[config.mk]
export PLATFORM = sky130hd
export DESIGN_NAME = sliding_window_gen
export DESIGN_NICKNAME = d
export VERILOG_FILES = /design/src/rtl/sliding_window_gen.sv
export SDC_FILE = /design/constraint.sdc
export NUM_CORES = 2
export LEC_CHECK = 0
export BUFFER_PORTS_ARGS = -buffer_cell sky130_fd_sc_hd__clkbuf_2
export CAP_MARGIN = 20
export CORE_MARGIN = 2
export CORE_UTILIZATION = 52
export CTS_CLUSTER_SIZE = 16
export DETAILED_ROUTE_END_ITERATION = 7
export GPL_TIMING_DRIVEN = 0
export MAX_ROUTING_LAYER = met4
export PLACE_DENSITY = 0.69
export REMOVE_ABC_BUFFERS = 1
export SLEW_MARGIN = 20
export SYNTH_ARGS = -nofsm -noshare
export SYNTH_HDL_FRONTEND = slang
export SYNTH_SLANG_ARGS = --single-unit
[constraint.sdc]
create_clock -name clk -period 11.4 [get_ports clk]
set_input_delay 0.57 -clock clk [delete_from_list [all_inputs] [get_ports clk]]
set_output_delay 0.57 -clock clk [all_outputs]
set_load 0.01 [all_outputs]
[src/rtl/sliding_window_gen.sv]
// sliding_window_gen
// Turns a raster pixel stream into packed MASK_WIDTH x MASK_WIDTH windows for
// filter_function. Only fully populated (non-padded) windows are emitted.
//
// Ports:
//   clk        : single clock, all logic on posedge
//   reset_in_n : asynchronous active-low reset
//   pix_in     : raster pixel (unsigned)
//   pix_valid  : pix_in is presented this cycle
//   sof        : start of frame, qualified by pix_valid
//   p          : packed window, slot i = r*MASK_WIDTH + c, r=0 top line, c=0 left column
//   win_valid  : 1-cycle strobe, p holds a new window
//   frame_done : 1-cycle pulse after the last pixel of a frame
//   win_row/win_col (only with WIN_COORD_EN defined) : centre-pixel coordinate of p
//
// Optional feature macro: WIN_COORD_EN
module sliding_window_gen #(
    parameter int PIX_BIT    = 8,
    parameter int MASK_WIDTH = 7,
    parameter int IMG_WIDTH  = 64,
    parameter int IMG_HEIGHT = 64
) (
    input  logic                                    clk,
    input  logic                                    reset_in_n,
    input  logic [PIX_BIT-1:0]                      pix_in,
    input  logic                                    pix_valid,
    input  logic                                    sof,
    output logic [PIX_BIT*MASK_WIDTH*MASK_WIDTH-1:0] p,
    output logic                                    win_valid,
`ifdef WIN_COORD_EN
    output logic [$clog2(IMG_HEIGHT)-1:0]           win_row,
    output logic [$clog2(IMG_WIDTH)-1:0]            win_col,
`endif
    output logic                                    frame_done
);

    localparam int CW = $clog2(IMG_WIDTH);
    localparam int RW = $clog2(IMG_HEIGHT);
    localparam logic [CW-1:0] COL_LAST      = CW'(IMG_WIDTH - 1);
    localparam logic [CW-1:0] COL_WIN_FIRST = CW'(MASK_WIDTH - 1);
    localparam logic [RW-1:0] ROW_LAST      = RW'(IMG_HEIGHT - 1);
    localparam logic [RW-1:0] ROW_FILL_LAST = RW'(MASK_WIDTH - 2);

    typedef enum logic [1:0] {
        ST_IDLE = 2'd0,
        ST_FILL = 2'd1,
        ST_RUN  = 2'd2,
        ST_DONE = 2'd3
    } state_t;

    state_t          state_r, state_nxt_s;
    logic [CW-1:0]   col_r, cur_col_s, col_nxt_s;
    logic [RW-1:0]   row_r, cur_row_s, row_nxt_s;
    logic            accept_s, col_end_s, row_end_s, win_hit_s, last_pix_s;
    logic            win_valid_r, frame_done_r;

    // lb_r[0] holds the previous line, lb_r[MASK_WIDTH-2] the oldest one
    logic [PIX_BIT-1:0] lb_r [MASK_WIDTH-1][IMG_WIDTH];
    logic [PIX_BIT-1:0] win_r [MASK_WIDTH][MASK_WIDTH];
    logic [PIX_BIT-1:0] new_col_s [MASK_WIDTH];

    // Accept qualification, coordinate of the current pixel and counter advance
    always_comb begin
        accept_s   = pix_valid && (sof || (state_r == ST_FILL) || (state_r == ST_RUN));
        cur_col_s  = sof ? '0 : col_r;
        cur_row_s  = sof ? '0 : row_r;
        col_end_s  = (cur_col_s == COL_LAST);
        row_end_s  = (cur_row_s == ROW_LAST);
        col_nxt_s  = col_r;
        row_nxt_s  = row_r;
        if (accept_s) begin
            if (col_end_s) begin
                col_nxt_s = '0;
                row_nxt_s = row_end_s ? '0 : (cur_row_s + 1'b1);
            end else begin
                col_nxt_s = cur_col_s + 1'b1;
                row_nxt_s = cur_row_s;
            end
        end else begin
            col_nxt_s = col_r;
            row_nxt_s = row_r;
        end
        // sof forces (0,0), so it can never complete a window
        win_hit_s  = accept_s && !sof && (state_r == ST_RUN) && (cur_col_s >= COL_WIN_FIRST);
        last_pix_s = accept_s && !sof && (state_r == ST_RUN) && col_end_s && row_end_s;
    end

    // Next-state logic; any accepted sof restarts the frame in FILL
    always_comb begin
        state_nxt_s = state_r;
        case (state_r)
            ST_IDLE: begin
                if (accept_s) begin
                    state_nxt_s = ST_FILL;
                end else begin
                    state_nxt_s = ST_IDLE;
                end
            end
            ST_FILL: begin
                if (accept_s && sof) begin
                    state_nxt_s = ST_FILL;
                end else if (accept_s && col_end_s && (cur_row_s == ROW_FILL_LAST)) begin
                    state_nxt_s = ST_RUN;
                end else begin
                    state_nxt_s = ST_FILL;
                end
            end
            ST_RUN: begin
                if (accept_s && sof) begin
                    state_nxt_s = ST_FILL;
                end else if (last_pix_s) begin
                    state_nxt_s = ST_DONE;
                end else begin
                    state_nxt_s = ST_RUN;
                end
            end
            ST_DONE: begin
                if (accept_s) begin
                    state_nxt_s = ST_FILL;
                end else begin
                    state_nxt_s = ST_IDLE;
                end
            end
            default: state_nxt_s = ST_IDLE;
        endcase
    end

    // State, counters and output strobes
    always_ff @(posedge clk or negedge reset_in_n) begin
        if (!reset_in_n) begin
            state_r      <= ST_IDLE;
            col_r        <= '0;
            row_r        <= '0;
            win_valid_r  <= 1'b0;
            frame_done_r <= 1'b0;
        end else begin
            state_r      <= state_nxt_s;
            col_r        <= col_nxt_s;
            row_r        <= row_nxt_s;
            win_valid_r  <= win_hit_s;
            frame_done_r <= last_pix_s;
        end
    end

    // Line buffers: read old column, push new pixel down the chain (no reset)
    always_ff @(posedge clk) begin
        if (accept_s) begin
            lb_r[0][cur_col_s] <= pix_in;
            for (int k = 1; k < MASK_WIDTH - 1; k++) begin
                lb_r[k][cur_col_s] <= lb_r[k-1][cur_col_s];
            end
        end
    end

    // New rightmost window column, oldest line at r=0
    always_comb begin
        for (int r = 0; r < MASK_WIDTH; r++) begin
            new_col_s[r] = pix_in;
        end
        for (int r = 0; r < MASK_WIDTH - 1; r++) begin
            new_col_s[r] = lb_r[MASK_WIDTH-2-r][cur_col_s];
        end
    end

    // Window register array shifts left by one column on every accept
    always_ff @(posedge clk or negedge reset_in_n) begin
        if (!reset_in_n) begin
            for (int r = 0; r < MASK_WIDTH; r++) begin
                for (int c = 0; c < MASK_WIDTH; c++) begin
                    win_r[r][c] <= '0;
                end
            end
        end else if (accept_s) begin
            for (int r = 0; r < MASK_WIDTH; r++) begin
                for (int c = 0; c < MASK_WIDTH - 1; c++) begin
                    win_r[r][c] <= win_r[r][c+1];
                end
                win_r[r][MASK_WIDTH-1] <= new_col_s[r];
            end
        end
    end

    // Pack the window registers onto p
    always_comb begin
        p = '0;
        for (int r = 0; r < MASK_WIDTH; r++) begin
            for (int c = 0; c < MASK_WIDTH; c++) begin
                p[PIX_BIT*(r*MASK_WIDTH+c) +: PIX_BIT] = win_r[r][c];
            end
        end
    end

    assign win_valid  = win_valid_r;
    assign frame_done = frame_done_r;

`ifdef WIN_COORD_EN
    logic [RW-1:0] win_row_r;
    logic [CW-1:0] win_col_r;

    // Centre coordinate captured together with each emitted window
    always_ff @(posedge clk or negedge reset_in_n) begin
        if (!reset_in_n) begin
            win_row_r <= '0;
            win_col_r <= '0;
        end else if (win_hit_s) begin
            win_row_r <= cur_row_s - RW'((MASK_WIDTH - 1) / 2);
            win_col_r <= cur_col_s - CW'((MASK_WIDTH - 1) / 2);
        end
    end

    assign win_row = win_row_r;
    assign win_col = win_col_r;
`endif

endmodule

# After elaboration in Yosys (flattened, before gate mapping)
# Memory sizes are Yosys's and may differ from the RTL's.
# Index checks and enable logic that the tools add are counted.
# Widths: inputs -> output; s select.
classes:
  mux: 33
  reduce_logical: 15
  eq_ne: 6
  magnitude_cmp: 3
  n_addsub: 2
  bitwise_logic: 1
op_table:
  columns: ["cell", "count"]
  rows:
  - ["$mux 512", 1]
  - ["$bmux 8 s6", 6]
  - ["$mux 8", 13]
  - ["$demux 8 s6", 1]
  - ["$mux 6", 5]
  - ["$add 6x1->6 const B", 2]
  - ["$eq 6x6->1 const B", 2]
  - ["$logic_and 1x1->1", 10]
  - ["$ge 7x7->1 const B", 1]
  - ["$lt 7x1->1 const B", 1]
  - ["$not 6->7", 1]
  - ["$eq 6x3->1 const B", 1]
  - ["$ge 6x3->1 const B", 1]
  - ["$mux 2", 3]
  - ["$pmux 2 s3", 1]
  - ["$eq 2x2->1 const B", 2]
  - ["$mux 1", 3]
  - ["$eq 2x1->1 const B", 1]
  - ["$logic_not 2->1", 1]
  - ["$logic_or 1x1->1", 2]
  - ["$reduce_or 2->1", 1]
  - ["$logic_not 1->1", 1]
word_totals:
  ramBits: 3072
  elab_cells: 115
  regBits: 408
  memories: 1
mem_list:
  columns: ["memory", "depth", "width", "rd", "rd_clocked_by_memory_dff", "write_ports", "line_no", "text"]
  rows:
  - ["lb_r", 6, 512, 6, 0, 6, "58", "logic [PIX_BIT-1:0] lb_r [MASK_WIDTH-1][IMG_WIDTH];"]

# Depth between registers and ports, before layout
depth:
  ltp_word: 11
  ltp_mapped: 15
  depth_no_buf: 9

# Least setup slack after synthesis
# Ideal clock, no wire load.
synth_path:
  path_type: "input port to flip-flop"
  start: "input sof"
  end: "memory lb_r[0][104] (netlist name) (enable)"
  slack_ns: 6.825
  t_required_ns: 10.946
  arrival_time_ns: 4.121
  setup_ns: 0.454
  stages: 9
  cell_sequence: "buf_4 > nand2b_1 > inv_1 > buf_2 > buf_2 > buf_1 > buf_2 > nand3_1 > nor2_1"
synth_lines:
  columns: ["item", "line_no", "text"]
  rows:
  - ["start, declared", "27", "input logic sof,"]
  - ["end, declared", "58", null]

==> summary.md <==
| Metric | Value |
|---|---|
| Status | complete, but fails checks |
| Failing checks | DRC |
| R2R depth | 11 |
| Final wirelength | around 460000 um |
| Period utilization | 53.7% |
| Async SR Flop Fraction | 11.7% |
| Root Driver | clkbuf_16 |
| Synth Area per Inst | 15.9 um^2 |
| Hold slack | a little under 0.09 ns |
| Primary FF master, synth | edfxtp_1 |
| Max transition margin | 16.5% |
| Logic pwr share | 16.7% |
| Setup WS post-layout | 5.28 ns |
| Initial antenna violation count | 21 |
| Hold WC Path Type | input port to register |
| I/O Pins | 406 |
| Yosys cell types | 84 |
| Final ANT Viol Nets | 0 |
| Routed length per placed instance | 35.2 um |
| Largest net degree at the start of global routing | 89 |
| Cells after Synth | 8439 |
| Leakage | between 50 and 60 nW |
| Worst-Skew Late Latency | 0.96 ns |
| Hold path start | pix_valid |
| Max VDD drop | 0.000140 V |
| Clk_skew | 0.0927 ns |
| Pins over their slew limit | 0 |
| Sequential fraction of design power | 47.0% |
| Pwr Total | 33.0 mW |
| Fmax | between 150 and 200 MHz |
| Clock sinks | roughly 3500 |
| Max_cap viols | 0 |
| Inserted Clock Buffers | 360 |
| Min cycle time layout | 6.12 ns |
| Worst setup startpoint | col_r[2]$_DFFE_PN0P_ |
| CP Launch Type | register |
| Nets | about 9200 |
| Setup TNS | 0 ns |
| Die Area | 262000 um^2 |
| RSZ-0062 raised after global routing | no |
| P_sw | 9.03 mW |
| Share of post-route cells with drive strength above 1 | roughly a fifth |
| First-pass GRT wire length | 632000 um |
| Gpl congestion | 0.794 |
| Worst Path Max Fanout | 52 |
| First DRT Iteration DRCs | 15600 |
| Required time of the critical path | 12.04 ns |
| CP arrival | ~6.8 ns |
| Number of global-route vias before repair | 84400 |
| GRT Total Usage | a little over a third |
| Final Hold Fails | 0 |
| Flops & latches, synth | around 3500 |
| Hold depth | 3 |
| Core box area | 257000 um^2 |
| Layout area overhead | 21.0% |
| Congestion Overflow GR | 0 |
| Critical path class | register to register |
| Clock Pin Slew Worst Setup and Hold Paths | 0.06 ns |
| TritonRoute pass-1 iters | 8 |
| Final setup violation count | 0 |
| EDFF count, synth | between 3000 and 4000 |
| I/O Buffers | roughly 410 |
| Internal power | 24.0 mW |
| Power density over the cells | 203 nW/um^2 |
| Die Wd | 512 um |
| Clock Path Buffers | 4 |
| Vias | approximately 90000 |
| DRC Markers | 7 |
| H-tree depth | 5 |
| Worst slew pin tran | 1.25 ns |
| CP endpoint kind | register |
| Final Util | 63.3% |
| Clock Power Share | 36.3% |
| Cell area after synthesis | 134000 um^2 |
| Die Height | 512 um |
| Pre-CTS WS | 4.90 ns |
| Sw Share | 27.3% |
| FF-to-FF Start | col_r[2]$_DFFE_PN0P_ |
| Final HPWL DP | 287000 um |
| Synthesis Warnings | 0 |
| Seq/Total Area, Yosys | between 70 and 80% |
| Site row count | roughly 190 |
| DR vias/cell | 6.79 |
| CTS tree | built |
| Initial Util | a little over half |
==> flip-flops by register name (all words and copies together), names as in the netlist <==
signal      count
col_r           6
frame_done      1
lb_r         3072
p             392
row_r           6
state_r         2
win_valid       1
==> worst max-delay path: stages (launching register included) <==
cell and delay (ns):
dfrtp_4 0.76, buf_16 0.34, buf_16 0.30, buf_16 0.30, buf_16 0.32, or2_4 0.79
a21oi_1 0.11, a2111oi_1 0.91, o22ai_1 0.15, nor3b_1 0.44, nand3_2 0.72, buf_16 0.44
==> worst paths after layout <==
kind / end / slack [ns]
max: lb_r[4][338]$_DFFE_PP_ / 5.28
min: frame_done$_DFF_PN0_ / 0.09
max reg2reg: lb_r[4][338]$_DFFE_PP_ / 5.28
min reg2reg: p[285]$_DFFE_PN0P_ / 0.47
max in group asynchronous: p[73]$_DFFE_PN0P_ / 9.67
min in group asynchronous: p[317]$_DFFE_PN0P_ / 0.28
==> through the flow <==
step / cells / area [um^2]
2_1_floorplan: 7875 / 132000
3_3_place_gp: 11700 / 138000
3_5_place_dp: 12200 / 151000
4_1_cts: 12900 / 163000
5_1_grt: 12900 / 163000
6_report: 12900 / 163000
==> power groups by stage <==
stage	Clock [mW]	Combinational (mW)	Sequential [mW]
6_report	12.0	5.51	15.5
5_1_grt	12.5	5.71	15.6
4_1_cts	12.0	5.35	15.5
3_5_place_dp	0	5.30	15.8
3_3_place_gp	0	6.35	16.3
2_1_floorplan	0	3.55	16.2
==> synth_stat cells (all sizes together), types with 77 or more instances <==
cell	count	area, um^2
edfxtp	3072	92200
nand2	1250	4690
mux2i	631	6320
dfrtp	408	10200
a21oi	308	1540
buf	297	1630
clkbuf	267	1000
nor2	257	965
a22oi	224	1680
o21ai	220	1100
o22ai	186	1160
mux2	112	1270
o2bb2ai	101	885
a22o	96	841
nand3b	81	608
a221oi	77	674
==> cell type report <==
type	instances	area, um^2
Tap cell	3384	4230
Clock inverter	194	2080
Inverter	14	85.1
Multi-Input combinational cell	4381	30200
Timing Repair Buffer	967	13600
Fill cell	17400	94300
Clock buffer	468	9870
Antenna cell	36	90.1
Sequential cell	3480	102000
==> kinds of logic after synthesis <==
kind of cell,Yosys count,share of synthesized area [%]
buffers and inverters,578,1.99
AND/OR/NAND/NOR,1863,6.02
XOR/XNOR,4,0.0261
AO/OA/AOI/OAI,1703,8.97
adder cells (fa/ha/maj),6,0.0559
multiplexers,805,6.68
flip-flops,3480,76.3
==> per-layer routing <==
layer / track usage (%) / vias up / part of all wire (%)
met5: - / - / 0
met4: 20.3 / 0 / 7.1
met3: 10.6 / 2083 / 15
met2: 50.4 / 7789 / 44
met1: 44.2 / 43500 / 34
li1: - / 34500 / -
==> cells in the final DEF, fill, tap and decap left out, types with 66 or more instances in the layout <==
cell type and n:
clkinv_2 66, dfrtp_1 402, a22o_1 96, buf_6 79
o21ai_0 219, clkbuf_16 372, clkbuf_2 395, o2bb2ai_1 101
o22ai_1 186, nor2_4 70, clkbuf_1 75, buf_16 223
a22oi_1 224, nand3b_1 81, nor2_1 184, edfxtp_1 3072
a21oi_1 308, mux2i_1 631, buf_12 185, nand2_1 1230
a221oi_1 77, mux2_2 110
==> what timing repair did <==
item	CTS	global route
hold buffers	1	0
gates resized for setup	0	0
buffers inserted	0	0
endpoints found under the hold margin	67	0
(Power assumes the default switching activity.)
